[src/rtl/uart_rx_fifo.sv]
// uart_rx_fifo: receive buffer between the UART serial receiver and the bus.
// Captures each byte from the receiver through a ready/ack handshake and
// stores it in a synchronous FIFO. The bus side sees the bytes through a
// show-ahead read port. The block also reports the fill level and a sticky
// overrun flag that is set when a byte is dropped.
// Optional feature: define UART_RX_FIFO_IRQ_EN to add threshold_i and a
// registered level interrupt irq_o.
module uart_rx_fifo #(
    parameter int unsigned DEPTH_LOG2 = 4
) (
    input  logic                  clock_i,
    input  logic                  reset_n_i,
    input  logic [7:0]            rx_data_i,
    input  logic                  rx_ready_i,
    output logic                  rx_ack_o,
    output logic [7:0]            rd_data_o,
    output logic                  rd_valid_o,
    input  logic                  rd_i,
    output logic [DEPTH_LOG2:0]   count_o,
    output logic                  overrun_o,
    input  logic                  clear_overrun_i
`ifdef UART_RX_FIFO_IRQ_EN
    ,
    input  logic [DEPTH_LOG2:0]   threshold_i,
    output logic                  irq_o
`endif
);

    localparam int unsigned DEPTH = 1 << DEPTH_LOG2;

    typedef enum logic [1:0] {
        S_IDLE     = 2'd0,
        S_ACK      = 2'd1,
        S_WAIT_LOW = 2'd2
    } cap_state_e;

    cap_state_e              state_q;
    logic                    ack_q;

    logic [7:0]              mem_q [DEPTH];
    logic [DEPTH_LOG2-1:0]   wptr_q, wptr_d;
    logic [DEPTH_LOG2-1:0]   rptr_q, rptr_d;
    logic [DEPTH_LOG2:0]     count_q, count_d;
    logic                    overrun_q, overrun_d;

    logic                    capture;
    logic                    empty;
    logic                    full;
    logic                    pop;
    logic                    push;
    logic                    drop;

    // Count never exceeds DEPTH, so its MSB alone marks the full state.
    assign empty   = (count_q == '0);
    assign full    = count_q[DEPTH_LOG2];
    assign capture = (state_q == S_IDLE) && rx_ready_i;
    assign pop     = rd_i && !empty;
    assign push    = capture && (!full || pop);
    assign drop    = capture && full && !pop;

    // Capture handshake: one ack pulse per byte, then wait for ready to drop.
    always_ff @(posedge clock_i or negedge reset_n_i) begin
        if (!reset_n_i) begin
            state_q <= S_IDLE;
            ack_q   <= 1'b0;
        end else begin
            case (state_q)
                S_IDLE: begin
                    if (rx_ready_i) begin
                        ack_q   <= 1'b1;
                        state_q <= S_ACK;
                    end
                end
                S_ACK: begin
                    ack_q   <= 1'b0;
                    state_q <= S_WAIT_LOW;
                end
                S_WAIT_LOW: begin
                    if (!rx_ready_i) begin
                        state_q <= S_IDLE;
                    end
                end
                default: begin
                    ack_q   <= 1'b0;
                    state_q <= S_IDLE;
                end
            endcase
        end
    end

    // Next-state of pointers, fill count and overrun flag (set beats clear).
    always_comb begin
        wptr_d    = wptr_q;
        rptr_d    = rptr_q;
        count_d   = count_q;
        overrun_d = overrun_q;
        if (push) begin
            wptr_d = wptr_q + 1'b1;
        end
        if (pop) begin
            rptr_d = rptr_q + 1'b1;
        end
        if (push && !pop) begin
            count_d = count_q + 1'b1;
        end else if (pop && !push) begin
            count_d = count_q - 1'b1;
        end
        if (drop) begin
            overrun_d = 1'b1;
        end else if (clear_overrun_i) begin
            overrun_d = 1'b0;
        end
    end

    // FIFO control state registers.
    always_ff @(posedge clock_i or negedge reset_n_i) begin
        if (!reset_n_i) begin
            wptr_q    <= '0;
            rptr_q    <= '0;
            count_q   <= '0;
            overrun_q <= 1'b0;
        end else begin
            wptr_q    <= wptr_d;
            rptr_q    <= rptr_d;
            count_q   <= count_d;
            overrun_q <= overrun_d;
        end
    end

    // Storage is left unreset; contents only matter once counted in.
    always_ff @(posedge clock_i) begin
        if (push) begin
            mem_q[wptr_q] <= rx_data_i;
        end
    end

    assign rx_ack_o   = ack_q;
    assign rd_data_o  = mem_q[rptr_q];
    assign rd_valid_o = !empty;
    assign count_o    = count_q;
    assign overrun_o  = overrun_q;

`ifdef UART_RX_FIFO_IRQ_EN
    logic irq_q;

    // Level interrupt on fill threshold (zero disables it) or on overrun.
    always_ff @(posedge clock_i or negedge reset_n_i) begin
        if (!reset_n_i) begin
            irq_q <= 1'b0;
        end else begin
            irq_q <= ((threshold_i != '0) && (count_q >= threshold_i)) || overrun_q;
        end
    end

    assign irq_o = irq_q;
`endif

endmodule
[config.mk]
export PLATFORM = sky130hd
export DESIGN_NAME = uart_rx_fifo
export DESIGN_NICKNAME = d
export VERILOG_FILES = /design/src/rtl/uart_rx_fifo.sv
export SDC_FILE = /design/constraint.sdc
export NUM_CORES = 1
export LEC_CHECK = 0
export ABC_CLOCK_PERIOD_IN_PS = 5300
export BUFFER_PORTS_ARGS = -buffer_cell sky130_fd_sc_hd__clkbuf_2
export CORE_ASPECT_RATIO = 0.5
export CORE_MARGIN = 4
export CORE_UTILIZATION = 50
export DETAILED_ROUTE_END_ITERATION = 6
export PLACE_DENSITY = 0.76
export SLEW_MARGIN = 15
export SYNTH_ARGS = -nofsm -noshare
export SYNTH_HDL_FRONTEND = slang
export SYNTH_SLANG_ARGS = --single-unit
[constraint.sdc]
create_clock -name clock_i -period 5.3 [get_ports clock_i]
set_input_delay 1.06 -clock clock_i [delete_from_list [all_inputs] [get_ports clock_i]]
set_output_delay 1.06 -clock clock_i [all_outputs]
set_load 0.005 [all_outputs]
## After elaboration in Yosys (flattened, before gate mapping)

Memories as Yosys holds them, arrays and structs flattened.
Index checks and enable logic that the tools add are counted.

- Add/sub/neg operators: 4
- Equal/unequal tests: 4
- Multiplexer cells: 11
- Bitwise gates (word level): 1
- Reductions and logical operators: 18

Operator list:

| kind | number |
|---|---|
| $mux W5 | 2 |
| $add A4 B1 Y4 const B | 2 |
| $logic_and A1 B1 Y1 | 7 |
| $pmux W2 S3 | 1 |
| $add A5 B1 Y5 const B | 1 |
| $logic_not A5 Y1 | 1 |
| $mux W1 | 5 |
| $sub A5 B1 Y5 const B | 1 |
| $logic_not A1 Y1 | 4 |
| $mux W2 | 2 |
| $ne A2 B2 Y1 const B | 2 |
| $reduce_and A2 Y1 | 2 |
| $reduce_bool A2 Y1 | 2 |
| $eq A2 B1 Y1 const B | 1 |
| $eq A2 B2 Y1 const B | 1 |
| $logic_not A2 Y1 | 1 |
| $pmux W1 S2 | 1 |
| $logic_or A1 B1 Y1 | 1 |
| $not A1 Y1 | 1 |

- Register bits: 17
- RAM bits: 128
- Bits of input ports: 13
- Output and inout bits: 16
- Memories: 1

Memory list:

| name | words | width | rd ports | clocked after Yosys merged registers in | wr ports | RTL line | source |
|---|---|---|---|---|---|---|---|
| mem_q | 16 | 8 | 1 | 0 | 1 | 40 | `logic [7:0] mem_q [DEPTH];` |

## Longest topological paths before layout

Gate-level depths: netlist of run 1.

- Depth in word-level cells: 9
- Gate-level depth with buffers: 10

## Worst setup path after synthesis of run 1

Ideal clock, no wire load.

- Kind: input port to flip-flop
- From: input rx_ready_i
- To: register count_q[4] (netlist: count_o[4])
- Library setup time: 80 ps
- Data arrival time: 2865 ps
- Required time: 5220 ps
- Setup slack: 2355 ps
- Stages: 9
- Cell sequence: nor3b_4 > a21boi_4 > ha_1 > inv_1 > ha_1 > a21o_1 > a21oi_1 > mux2i_1 > xnor2_1

- Cells in the longest elaborated chain, start to end: 5
- Elaborated cells on any way between the ends: 7
- Classes of those cells: mux: 1; reduce/logical: 6

Ends and longest elaborated chain:

| item | RTL line | source |
|---|---|---|
| start: declaration | 14 | `input logic rx_ready_i,` |
| $logic_and A1 B1 Y1 * | 56 | `assign capture = (state_q == S_IDLE) && rx_ready_i;` |
| $logic_and A1 B1 Y1 * | 58 | `assign push = capture && (!full \|\| pop);` |
| net push | 50 | `logic push;` |
| $logic_not A1 Y1 | 105 | `end else if (pop && !push) begin` |
| $logic_and A1 B1 Y1 | 105 |  |
| $reduce_bool A2 Y1 (no source line) | - |  |
| end signal: assignment | 125 | `count_q <= count_d;` |
| end: declaration | 43 | `logic [DEPTH_LOG2:0] count_q, count_d;` |

The timed path passes the listed nets; every way through them passes the cells marked *.
A chain may end at the register's enable or synchronous reset.

## Final worst setup path of run 1

- From: register rptr_q[1]
- To: output rd_data_o[2]

- Cells in the longest elaborated chain, start to end: 1

Ends and longest elaborated chain:

| item | RTL line | source |
|---|---|---|
| start: declaration | 42 | `logic [DEPTH_LOG2-1:0] rptr_q, rptr_d;` |
| start signal: assignment | 124 | `rptr_q <= rptr_d;` |
| $mem_v2 Z16 W8 | - |  |
| end: declaration | 16 | `output logic [7:0] rd_data_o,` |

No other way between the ends.

==> results of run 1 <==
[placed cells by master (no fill, tap or decap), drive strengths merged, types with 2 or more instances in the layout]
| master | count |
|---|---|
| mux2i | 25 |
| a221oi | 8 |
| nor3 | 5 |
| dfrtp | 17 |
| o21ai | 21 |
| mux2 | 8 |
| clkbuf | 46 |
| buf | 7 |
| inv | 19 |
| clkinv | 3 |
| a21oi | 11 |
| and2 | 9 |
| mux4 | 16 |
| edfxtp | 128 |
| nor3b | 2 |
| xnor2 | 7 |
| ha | 9 |
| nor2 | 7 |
| clkinvlp | 2 |
| a22oi | 8 |
| xor2 | 3 |
| bufinv | 4 |
| a21o | 3 |
| nand3 | 3 |
| nand2 | 20 |
[cell type report]
| type | count | area, µm² | area share |
|---|---|---|---|
| Clock buffer | 18 | 429.2 | 0.06250 |
| Clock inverter | 14 | 201.4 | 0.02934 |
| Inverter | 14 | 52.55 | 0.007653 |
| Multi-Input combinational cell | 171 | 1521 | 0.2216 |
| Sequential cell | 145 | 4270 | 0.6219 |
| Tap cell | 159 | 198.9 | 0.02897 |
| Timing Repair Buffer | 35 | 192.7 | 0.02806 |
[registers in the layout, indices dropped and copies added (netlist names)]
name	cells
overrun_o	1
wptr_q	4
mem_q	128
count_o	5
rptr_q	4
state_q	2
rx_ack_o	1
[worst max-delay path by stage]
stage              endpoint  cells past startpoint        from
4_1_cts        rd_data_o[7]                      6   rptr_q[1]
2_1_floorplan    count_o[4]                      9  rx_ready_i
6_report       rd_data_o[2]                      6   rptr_q[1]
5_1_grt        rd_data_o[7]                      6   rptr_q[1]
3_5_place_dp     count_o[4]                     11        rd_i
3_3_place_gp     count_o[4]                     11        rd_i
[metal layers]
metal / vias up / wire, µm / track usage
li1: 1419 / - / -
met1: 1627 / 5115 / 0.2542
met2: 142 / 5789 / 0.2911
met3: 25 / 726 / 0.05531
met4: 0 / 289 / 0.08519
met5: - / 0 / 0
[report_power, final]
part / switching (mW) / leakage, nW / internal, mW / total (mW)
combinational: 0.563 / 0.801 / 0.482 / 1.05
sequential: 0.155 / 1.36 / 1.36 / 1.52
clock: 0.476 / 0.302 / 0.795 / 1.27
[through the flow]
stage	std cells	utilization	area, µm²
after CTS	556	0.6067	6867
after floorplan	345	-	5951
after global placement	524	0.5510	6236
after global routing	556	0.6067	6867
final	556	0.6067	6867
after detailed placement	524	0.5510	6236
[critical path, cell delays in order (launching register included)]
cell	delay [ns]
dfrtp_1	0.92
nor2b_1	0.30
buf_4	0.27
a221oi_1	0.37
a22oi_1	0.17
nand2_1	0.12
clkbuf_2	0.12
[logic make-up (layout without fill, tap and decap cells)]
kind of cell | Yosys count | count (layout) | share of synthesized area
flip-flops | 145 | 145 | 0.7174
adder cells (fa/ha/maj) | 10 | 10 | 0.02229
buffers and inverters | 29 | 81 | 0.02691
multiplexers | 49 | 49 | 0.1177
AO/OA/AOI/OAI | 53 | 53 | 0.05761
XOR/XNOR | 10 | 10 | 0.01472
AND/OR/NAND/NOR | 49 | 49 | 0.04331
[synthesized netlist by cell type (3+ instances only)]
cell type	n
xor2_1	3
a22oi_1	8
nor3_1	5
nand2_1	20
a221oi_1	8
ha_1	9
mux2_2	8
buf_6	6
xnor2_1	7
clkbuf_1	4
o21ai_0	16
mux4_2	16
buf_2	5
mux2i_1	25
o21ai_1	5
inv_1	14
edfxtp_1	128
nor2_1	7
dfrtp_1	17
a21oi_1	11
nand3_1	3
and2_1	9
==> results by group, run 1 <==
STA
  • Crit path setup slack, layout: approximately 1.5 ns
  • Max-slew headroom: 0.3488
  • Crit path time final: 3.757 ns
  • RSZ-0062 raised after global routing: false
  • Post-route clock period utilization: 0.7089
  • Final setup viols: 0
  • Least-Margin Pin Slew: around 0.97 ns
  • WHS: just under 0.5 ns
  • Fmax: about 270 MHz
  • Setup clock skew after layout: ~0.011 ns
  • Total count of max-transition violations in the final report: 0
  • Summed negative setup slack over all endpoints: 0 ns
  • Final hold vios: 0

Detailed routing
  • Drt first-iter violations: around 320
  • Drc violations: 0
  • Total routed wirelength: around 12000 µm
  • Wirelength per Cell: ~21 µm
  • Total number of vias: approximately 3.2k
  • Count of TritonRoute iterations in the first routing pass: 5
  • Detail-routed via count per cell: 5.779
  • DRT antenna net count: 0

Setup path
  • Max FO, Critical Path: 21
  • Arrival time worst endpoint: 2.70 ns
  • Crit Path Class: flop to primary output
  • Endpoint class of the critical path: primary output
  • Startpoint kind of the worst setup timing path: flop
  • Worst reg2reg setup slack: about 2.6 ns
  • Length in cells of the worst reg-to-reg path: 10
  • Critical R2R Capture: count_o[4]
  • Required time of the worst setup path: about 4.2 ns
  • FF-to-FF Start: count_o[4]

Power and ir drop
  • Leakage power summed over all cells: between 2 and 2.5 nW
  • PD cells: approximately 560 nW/µm²
  • Design Power: about 3.8 mW
  • Max VDD drop: 0.2918 mV

Clocking
  • Buffer count from post-CTS setup fixing: 0
  • Number of H-tree branching levels: 4
  • Clock-pin slew reported for the worst setup and hold paths after clock tree synthesis: roughly 0.060 ns
  • Insertion delay to the later sink of the worst-skew pair: between 0.4 and 0.5 ns
  • Number of buffers between clock root and the deepest sink: 2
  • Clock root buffer: clkbuf_16
  • CTS sink count: roughly 150
  • Cts-stage hold buffer count: 0
  • Cts repair resizes: 0
  • Clock tree from TritonCTS: done
  • Cts bufs inserted: 17

Place
  • HPWL reported at the end of detailed placement: around 7600 µm
  • Worst slack after detailed placement: 1.925 ns
  • Placer congestion estimate: between 0.8 and 0.9
  • Total of buffers placed on input and output ports: 28

Hold path
  • Hold depth: 1
  • Endpoint of the worst hold path: state_q[0]
  • Startpoint of the worst hold path: state_q[0]
  • Hold crit path type: flop to flop

Synth
  • Post-Syn Instances: 345
  • Portion of synthesized cell area occupied by the leading cell type: 0.6459
  • Average size of a mapped cell: 17.25 µm²
  • FF+latch count, synth: approximately 150
  • Synthesized Nets: roughly 370
  • Library cell occupying the most area in the post-synthesis netlist: edfxtp_1
  • Main area contributors after synthesis: edfxtp_1 65%, dfrtp_1 7.1%, mux4_2 6.1%
  • Warnings from Yosys: 0
  • Share of the yosys chip area belonging to registers: 0.7174
  • Post-synthesis instance area: just under 6000 µm²
  • Async set-or-reset flop fraction in the synthesized netlist: 0.1172
  • Most frequently used flop master after synthesis: edfxtp_1
  • Unique masters post-synth: 31
  • Number of flops mapped to enable cells by yosys: between 100 and 150

Run
  • Count of max-cap constraint violations: 0

Die
  • # rows: 27
  • Boundary Pins: 29
  • Overall die width: 162.3 µm
  • Core region area: around 11000 µm²
  • Die height: 85.14 µm
  • Initial Utilization: 0.5258
  • Die Area: about 14000 µm²

GRT
  • Initial antenna violation count: 0
  • Number of global-route vias before repair: approximately 3.3k
  • GRT Resource Usage Total: 0.1895
  • Pin count of the biggest net entering global routing: 27
  • Wire length of the first global-routing pass: ~19000 µm
  • Overall overflow remaining after global route: 0

Final layout
  • Layout Area Growth over Synthesis: 15.39%
  • Number of inserted diodes: 0
  • Fraction of final layout cells sized beyond drive strength 1: 0.2418
  • Number of filler instances in the final layout: 790
  • Nets: approximately 400

Status
  • Outcome: complete, no violations
Note: power is estimated with default switching activity, not from simulation.
==> run 2: changes to the inputs <==
--- a/config.mk
+++ b/config.mk
@@ -5,7 +5,7 @@
 export SDC_FILE = /design/constraint.sdc
 export NUM_CORES = 1
 export LEC_CHECK = 0
-export ABC_CLOCK_PERIOD_IN_PS = 5300
+export ABC_CLOCK_PERIOD_IN_PS = 3700
 export BUFFER_PORTS_ARGS = -buffer_cell sky130_fd_sc_hd__clkbuf_2
 export CORE_ASPECT_RATIO = 0.5
 export CORE_MARGIN = 4
==> constraint.sdc (replaced) <==
create_clock -name clock_i -period 3.7 [get_ports clock_i]
set_input_delay 0.74 -clock clock_i [delete_from_list [all_inputs] [get_ports clock_i]]
set_output_delay 0.74 -clock clock_i [all_outputs]
set_load 0.005 [all_outputs]
==> results by group, run 2 (synthesized netlist as in run 1, its figures left out) <==
Final layout
  • Flip-flop count of the largest register, all copies and words added: roughly 130
  • Number of inserted diodes: 0
  • Top library cells by usage in the layout, fill and taps aside: 128 x edfxtp_1, 28 x clkbuf_2, 25 x mux2i_1
  • Layout Area Growth over Synthesis: 14.49%
  • Most common cell after layout, fill and taps aside: edfxtp_1
  • Nets: about 410
  • Largest reg by FF count: mem_q
  • Number of filler instances in the final layout: 798
  • Fraction of final layout cells sized beyond drive strength 1: 0.2481

Power and ir drop
  • Max VDD drop: approximately 0.41 mV
  • Internal power contribution: between 3 and 4 mW
  • Leakage power summed over all cells: 2.439 nW
  • PD cells: just under 800 nW/µm²
  • Part of the total power dissipated in the clock network: 0.299
  • Power share of the combinational group: 0.286
  • Sequential fraction of design power: 0.415
  • Net switching power: roughly 1.7 mW
  • Fraction of power spent switching nets: 0.3302

Die
  • Overall die width: roughly 160 µm
  • # rows: 27
  • Core region area: around 11000 µm²
  • Initial Utilization: 0.5258
  • Die Area: 13820 µm²
  • Boundary Pins: 29
  • Die height: roughly 85 µm

Clocking
  • Number of H-tree branching levels: 4
  • Cts repair resizes: 0
  • CTS sink count: ~150
  • Cts bufs inserted: 17
  • Buffer count from post-CTS setup fixing: 0
  • Clock tree from TritonCTS: done
  • Number of buffers between clock root and the deepest sink: 2
  • Clock root buffer: clkbuf_16
  • Cts-stage hold buffer count: 0
  • Insertion delay to the later sink of the worst-skew pair: 0.42 ns
  • Clock-pin slew reported for the worst setup and hold paths after clock tree synthesis: around 0.06 ns

STA
  • Post-route clock period utilization: 0.8592
  • Total count of max-transition violations in the final report: 0
  • Summed negative setup slack over all endpoints: 0 ns
  • Crit path setup slack, layout: about 0.52 ns
  • Least-Margin Pin Slew: roughly 1.1 ns
  • Final setup viols: 0
  • RSZ-0062 raised after global routing: false
  • Max-slew headroom: 0.2918
  • Crit path time final: about 3.2 ns
  • Setup clock skew after layout: around 0.0091 ns
  • Fmax: 314.6 MHz
  • WHS: between 0.2 and 0.25 ns
  • Final hold vios: 0

GRT
  • Overall overflow remaining after global route: 0
  • GRT Resource Usage Total: 0.1823
  • Pin count of the biggest net entering global routing: 20
  • Initial antenna violation count: 0
  • Number of global-route vias before repair: roughly 3.3k
  • Wire length of the first global-routing pass: 18450 µm

Detailed routing
  • Total number of vias: between 3k and 4k
  • Detail-routed via count per cell: 5.647
  • Count of TritonRoute iterations in the first routing pass: 4
  • DRT antenna net count: 0
  • Drt first-iter violations: around 260
  • Wirelength per Cell: 21.19 µm
  • Drc violations: 0
  • Total routed wirelength: 11820 µm

Setup path
  • FF-to-FF Start: count_o[4]
  • Startpoint kind of the worst setup timing path: flop
  • Max FO, Critical Path: 19
  • Required time of the worst setup path: ~3 ns
  • Crit Path Class: flop to primary output
  • Endpoint class of the critical path: primary output
  • Launch point of the worst path: rptr_q[0]
  • Arrival time worst endpoint: between 2 and 2.5 ns

Place
  • Total of buffers placed on input and output ports: 28
  • HPWL reported at the end of detailed placement: between 7000 and 8000 µm
  • Worst slack after detailed placement: around 0.75 ns
  • Placer congestion estimate: approximately 0.76

Run
  • Count of max-cap constraint violations: 0

Hold path
  • Hold crit path type: primary input to asynchronous set/reset pin

Status
  • Outcome: complete, no violations
-- run 2: cell count changes in the layout (fill, tap and decap cells not counted), sizes merged --
cell and delta:
buf +2, clkinvlp +1, clkinv +2, bufinv -4, clkbuf -1, inv +2
-- run 2: power groups by stage --
stage / combinational, mW / clock, mW / sequential [mW]
after floorplan: 1.18 / 0 / 2.08
after global placement: 1.46 / 0 / 2.21
after detailed placement: 1.51 / 0 / 2.22
after CTS: 1.52 / 1.60 / 2.19
after global routing: 1.66 / 1.69 / 2.22
final: 1.51 / 1.58 / 2.19
-- run 2: final cells by class --
type	instances	area, µm²	share of cell area
flip-flops and latches	145	4270	0.6268
multi-input cells	171	1521	0.2233
clock buffers	17	425.4	0.06244
repair buffers	37	220.2	0.03232
well taps	159	198.9	0.02920
clock inverters	15	123.9	0.01818
inverters	14	52.55	0.007714
-- run 2: worst max-delay path, stage by stage, from the launching register on --
cell and delay [ns]:
dfrtp_2 0.73, buf_4 0.31, mux4_2 0.53, a22oi_1 0.22
nand2_1 0.10, clkbuf_2 0.13
-- run 2: per-stage QoR --
stage / std cells / power (mW) / instance area (µm²) / util
6_report: 558 / 5.282 / 6813 / 0.6020
5_1_grt: 558 / 5.563 / 6813 / 0.6020
4_1_cts: 558 / 5.315 / 6813 / 0.6020
3_5_place_dp: 526 / 3.728 / 6264 / 0.5535
3_3_place_gp: 526 / 3.665 / 6264 / 0.5535
2_1_floorplan: 345 / 3.255 / 5951 / -
-- run 2: routing by layer --
| layer | routed length [µm] | vias to the layer above | GRT usage | part of all wire |
|---|---|---|---|---|
| li1 | - | 1424 | - | - |
| met1 | 4914 | 1601 | 0.2429 | 0.42 |
| met2 | 5884 | 116 | 0.2899 | 0.50 |
| met3 | 894 | 10 | 0.04561 | 0.076 |
| met4 | 128 | 0 | 0.07751 | 0.011 |
| met5 | 0 | - | 0 | 0 |
-- run 2: path summary, 6_finish.rpt --
| kind | end | slack (ns) | depth (start not counted) |
|---|---|---|---|
| min in group clock_i | rx_ack_o | 0.50 | 1 |
| max in group asynchronous | rptr_q[0] | 3.14 | 1 |
| worst max-delay path | rd_data_o[4] | 0.52 | 5 |
| worst min-delay path | rptr_q[2] | 0.24 | 1 |
| worst min register to register | rx_ack_o | 0.50 | 1 |
| worst max register to register | count_o[4] | 1.06 | 10 |
==> run 3: changes to the inputs <==
--- a/config.mk
+++ b/config.mk
@@ -9,9 +9,9 @@
 export BUFFER_PORTS_ARGS = -buffer_cell sky130_fd_sc_hd__clkbuf_2
 export CORE_ASPECT_RATIO = 0.5
 export CORE_MARGIN = 4
-export CORE_UTILIZATION = 50
+export CORE_UTILIZATION = 55
 export DETAILED_ROUTE_END_ITERATION = 6
-export PLACE_DENSITY = 0.76
+export PLACE_DENSITY = 0.82
 export SLEW_MARGIN = 15
 export SYNTH_ARGS = -nofsm -noshare
 export SYNTH_HDL_FRONTEND = slang
==> results by group, run 3 (synthesized netlist as in run 1, its figures left out) <==
Setup path
  • Worst reg2reg setup slack: roughly 1.1 ns
  • Critical R2R Capture: count_o[4]
  • Endpoint class of the critical path: primary output
  • Sequence of cells on the critical path: buf_12 > mux4_2 > a22oi_1 > nand2_1 > clkbuf_2
  • Slowest cell on crit path: dfrtp_2
  • Length in cells of the worst reg-to-reg path: 10
  • Max FO, Critical Path: 32
  • Startpoint kind of the worst setup timing path: flop
  • Arrival time worst endpoint: 2.55 ns
  • Required time of the worst setup path: slightly below 3 ns
  • Maximum cell stage delay along the critical path: ~0.74 ns
  • FF-to-FF Start: count_o[4]
  • Crit Path Class: flop to primary output

Status
  • Outcome: complete, no violations

Power and ir drop
  • Max VDD drop: 0.4698 mV
  • Leakage power summed over all cells: around 2.5 nW
  • Design Power: roughly 5.6 mW
  • PD cells: 818.5 nW/µm²

GRT
  • Initial antenna violation count: 0
  • Pin count of the biggest net entering global routing: 33
  • Number of global-route vias before repair: approximately 3.4k
  • Overall overflow remaining after global route: 0
  • Wire length of the first global-routing pass: ~19000 µm
  • GRT Resource Usage Total: 0.2122

Place
  • HPWL reported at the end of detailed placement: 7477 µm
  • Placer congestion estimate: roughly 0.85
  • Post-placement cell count: 506
  • Total of buffers placed on input and output ports: 28

Final layout
  • Flip-flop count of the largest register, all copies and words added: 128
  • Nets: roughly 410
  • Count of placed standard cells in the final layout, fillers left out: about 540
  • Top library cells by usage in the layout, fill and taps aside: 128 x edfxtp_1, 28 x clkbuf_2, 25 x mux2i_1
  • Utilization of the core after routing: 0.6643
  • Fraction of final layout cells sized beyond drive strength 1: 0.2412
  • Largest reg by FF count: mem_q
  • Number of inserted diodes: 0
  • Most common cell after layout, fill and taps aside: edfxtp_1
  • Number of filler instances in the final layout: 640
  • Layout Area Growth over Synthesis: 15.85%

Die
  • Core region area: roughly 10000 µm²
  • # rows: 26
  • Die height: 81.55 µm
  • Boundary Pins: 29
  • Die Area: 12650 µm²
  • Initial Utilization: 0.5734
  • Overall die width: ~160 µm

STA
  • Fmax: 304.4 MHz
  • Setup clock skew after layout: around 0.011 ns
  • Final setup viols: 0
  • Least-Margin Pin Slew: slightly below 0.9 ns
  • Crit path time final: approximately 3.3 ns
  • Max-slew headroom: 0.4069
  • Summed negative setup slack over all endpoints: 0 ns
  • Post-route clock period utilization: 0.8880
  • Final hold vios: 0
  • Total count of max-transition violations in the final report: 0
  • RSZ-0062 raised after global routing: false

Detailed routing
  • Total number of vias: 3278
  • Count of TritonRoute iterations in the first routing pass: 5
  • Wirelength per Cell: between 20 and 25 µm
  • Drt first-iter violations: roughly 280
  • Total routed wirelength: 12300 µm
  • Detail-routed via count per cell: a little over 6
  • DRT antenna net count: 0
  • Drc violations: 0

Clocking
  • Number of buffers between clock root and the deepest sink: 2
  • Cts-stage hold buffer count: 0
  • Buffer count from post-CTS setup fixing: 0
  • Cts repair resizes: 0
  • Clock-pin slew reported for the worst setup and hold paths after clock tree synthesis: ~0.060 ns
  • Insertion delay to the later sink of the worst-skew pair: approximately 0.42 ns
  • Clock root buffer: clkbuf_16
  • Number of H-tree branching levels: 4
  • Clock tree from TritonCTS: done
  • Cts bufs inserted: 17
  • CTS sink count: around 150

Hold path
  • Hold crit path type: primary input to asynchronous set/reset pin

Run
  • Count of max-cap constraint violations: 0
==> run 3: power breakdown <==
group	leakage [nW]	switching [mW]	internal, mW
Combinational	0.811	0.808	0.709
Sequential	1.36	0.257	1.95
Clock	0.323	0.657	1.26
Total	2.49	1.72	3.92
==> run 3: stage by stage <==
stage | instance area, µm² | setup slack, ns | hold slack [ns]
after global placement | 6232 | 0.8671 | 0.4788
after detailed placement | 6232 | 0.7345 | 0.4922
final | 6894 | 0.4144 | 0.2458
after CTS | 6894 | 0.4349 | 0.2556
after global routing | 6894 | 0.3258 | 0.2712
after floorplan | 5951 | 1.075 | 0.4444
==> run 3: final cells by class <==
type	instances	area (µm²)	area share
sequential	145	4270	0.6194
clock buffer	17	425.4	0.06171
tap	140	175.2	0.02541
clock inverter	15	236.5	0.03430
multi-input combinational	171	1521	0.2207
timing repair buffer	36	212.7	0.03085
inverter	14	52.55	0.007623
==> run 3: worst max path at each step <==
stage	start	endpoint
finish	rptr_q[0]	rd_data_o[2]
global route	rptr_q[0]	rd_data_o[6]
CTS	rptr_q[0]	rd_data_o[6]
detailed placement	rx_ready_i	count_o[4]
global placement	rx_ready_i	count_o[4]
floorplan	rx_ready_i	count_o[4]
==> run 3: per-layer routing <==
metal / wire [µm] / vias to the layer above / track usage
li1: - / 1420 / -
met1: 5087 / 1663 / 0.2731
met2: 5877 / 165 / 0.3338
met3: 989 / 30 / 0.06737
met4: 346 / 0 / 0.1040
met5: 0 / - / 0
==> run 3: worst max-delay path: cells and delay by family, from the launching register on <==
family,cells,cell delay (ns)
DFF,1,0.74
muxes,1,0.59
buffers and inverters,2,0.46
AOI/OAI and AO/OA,1,0.22
and+or+nand+nor,1,0.08
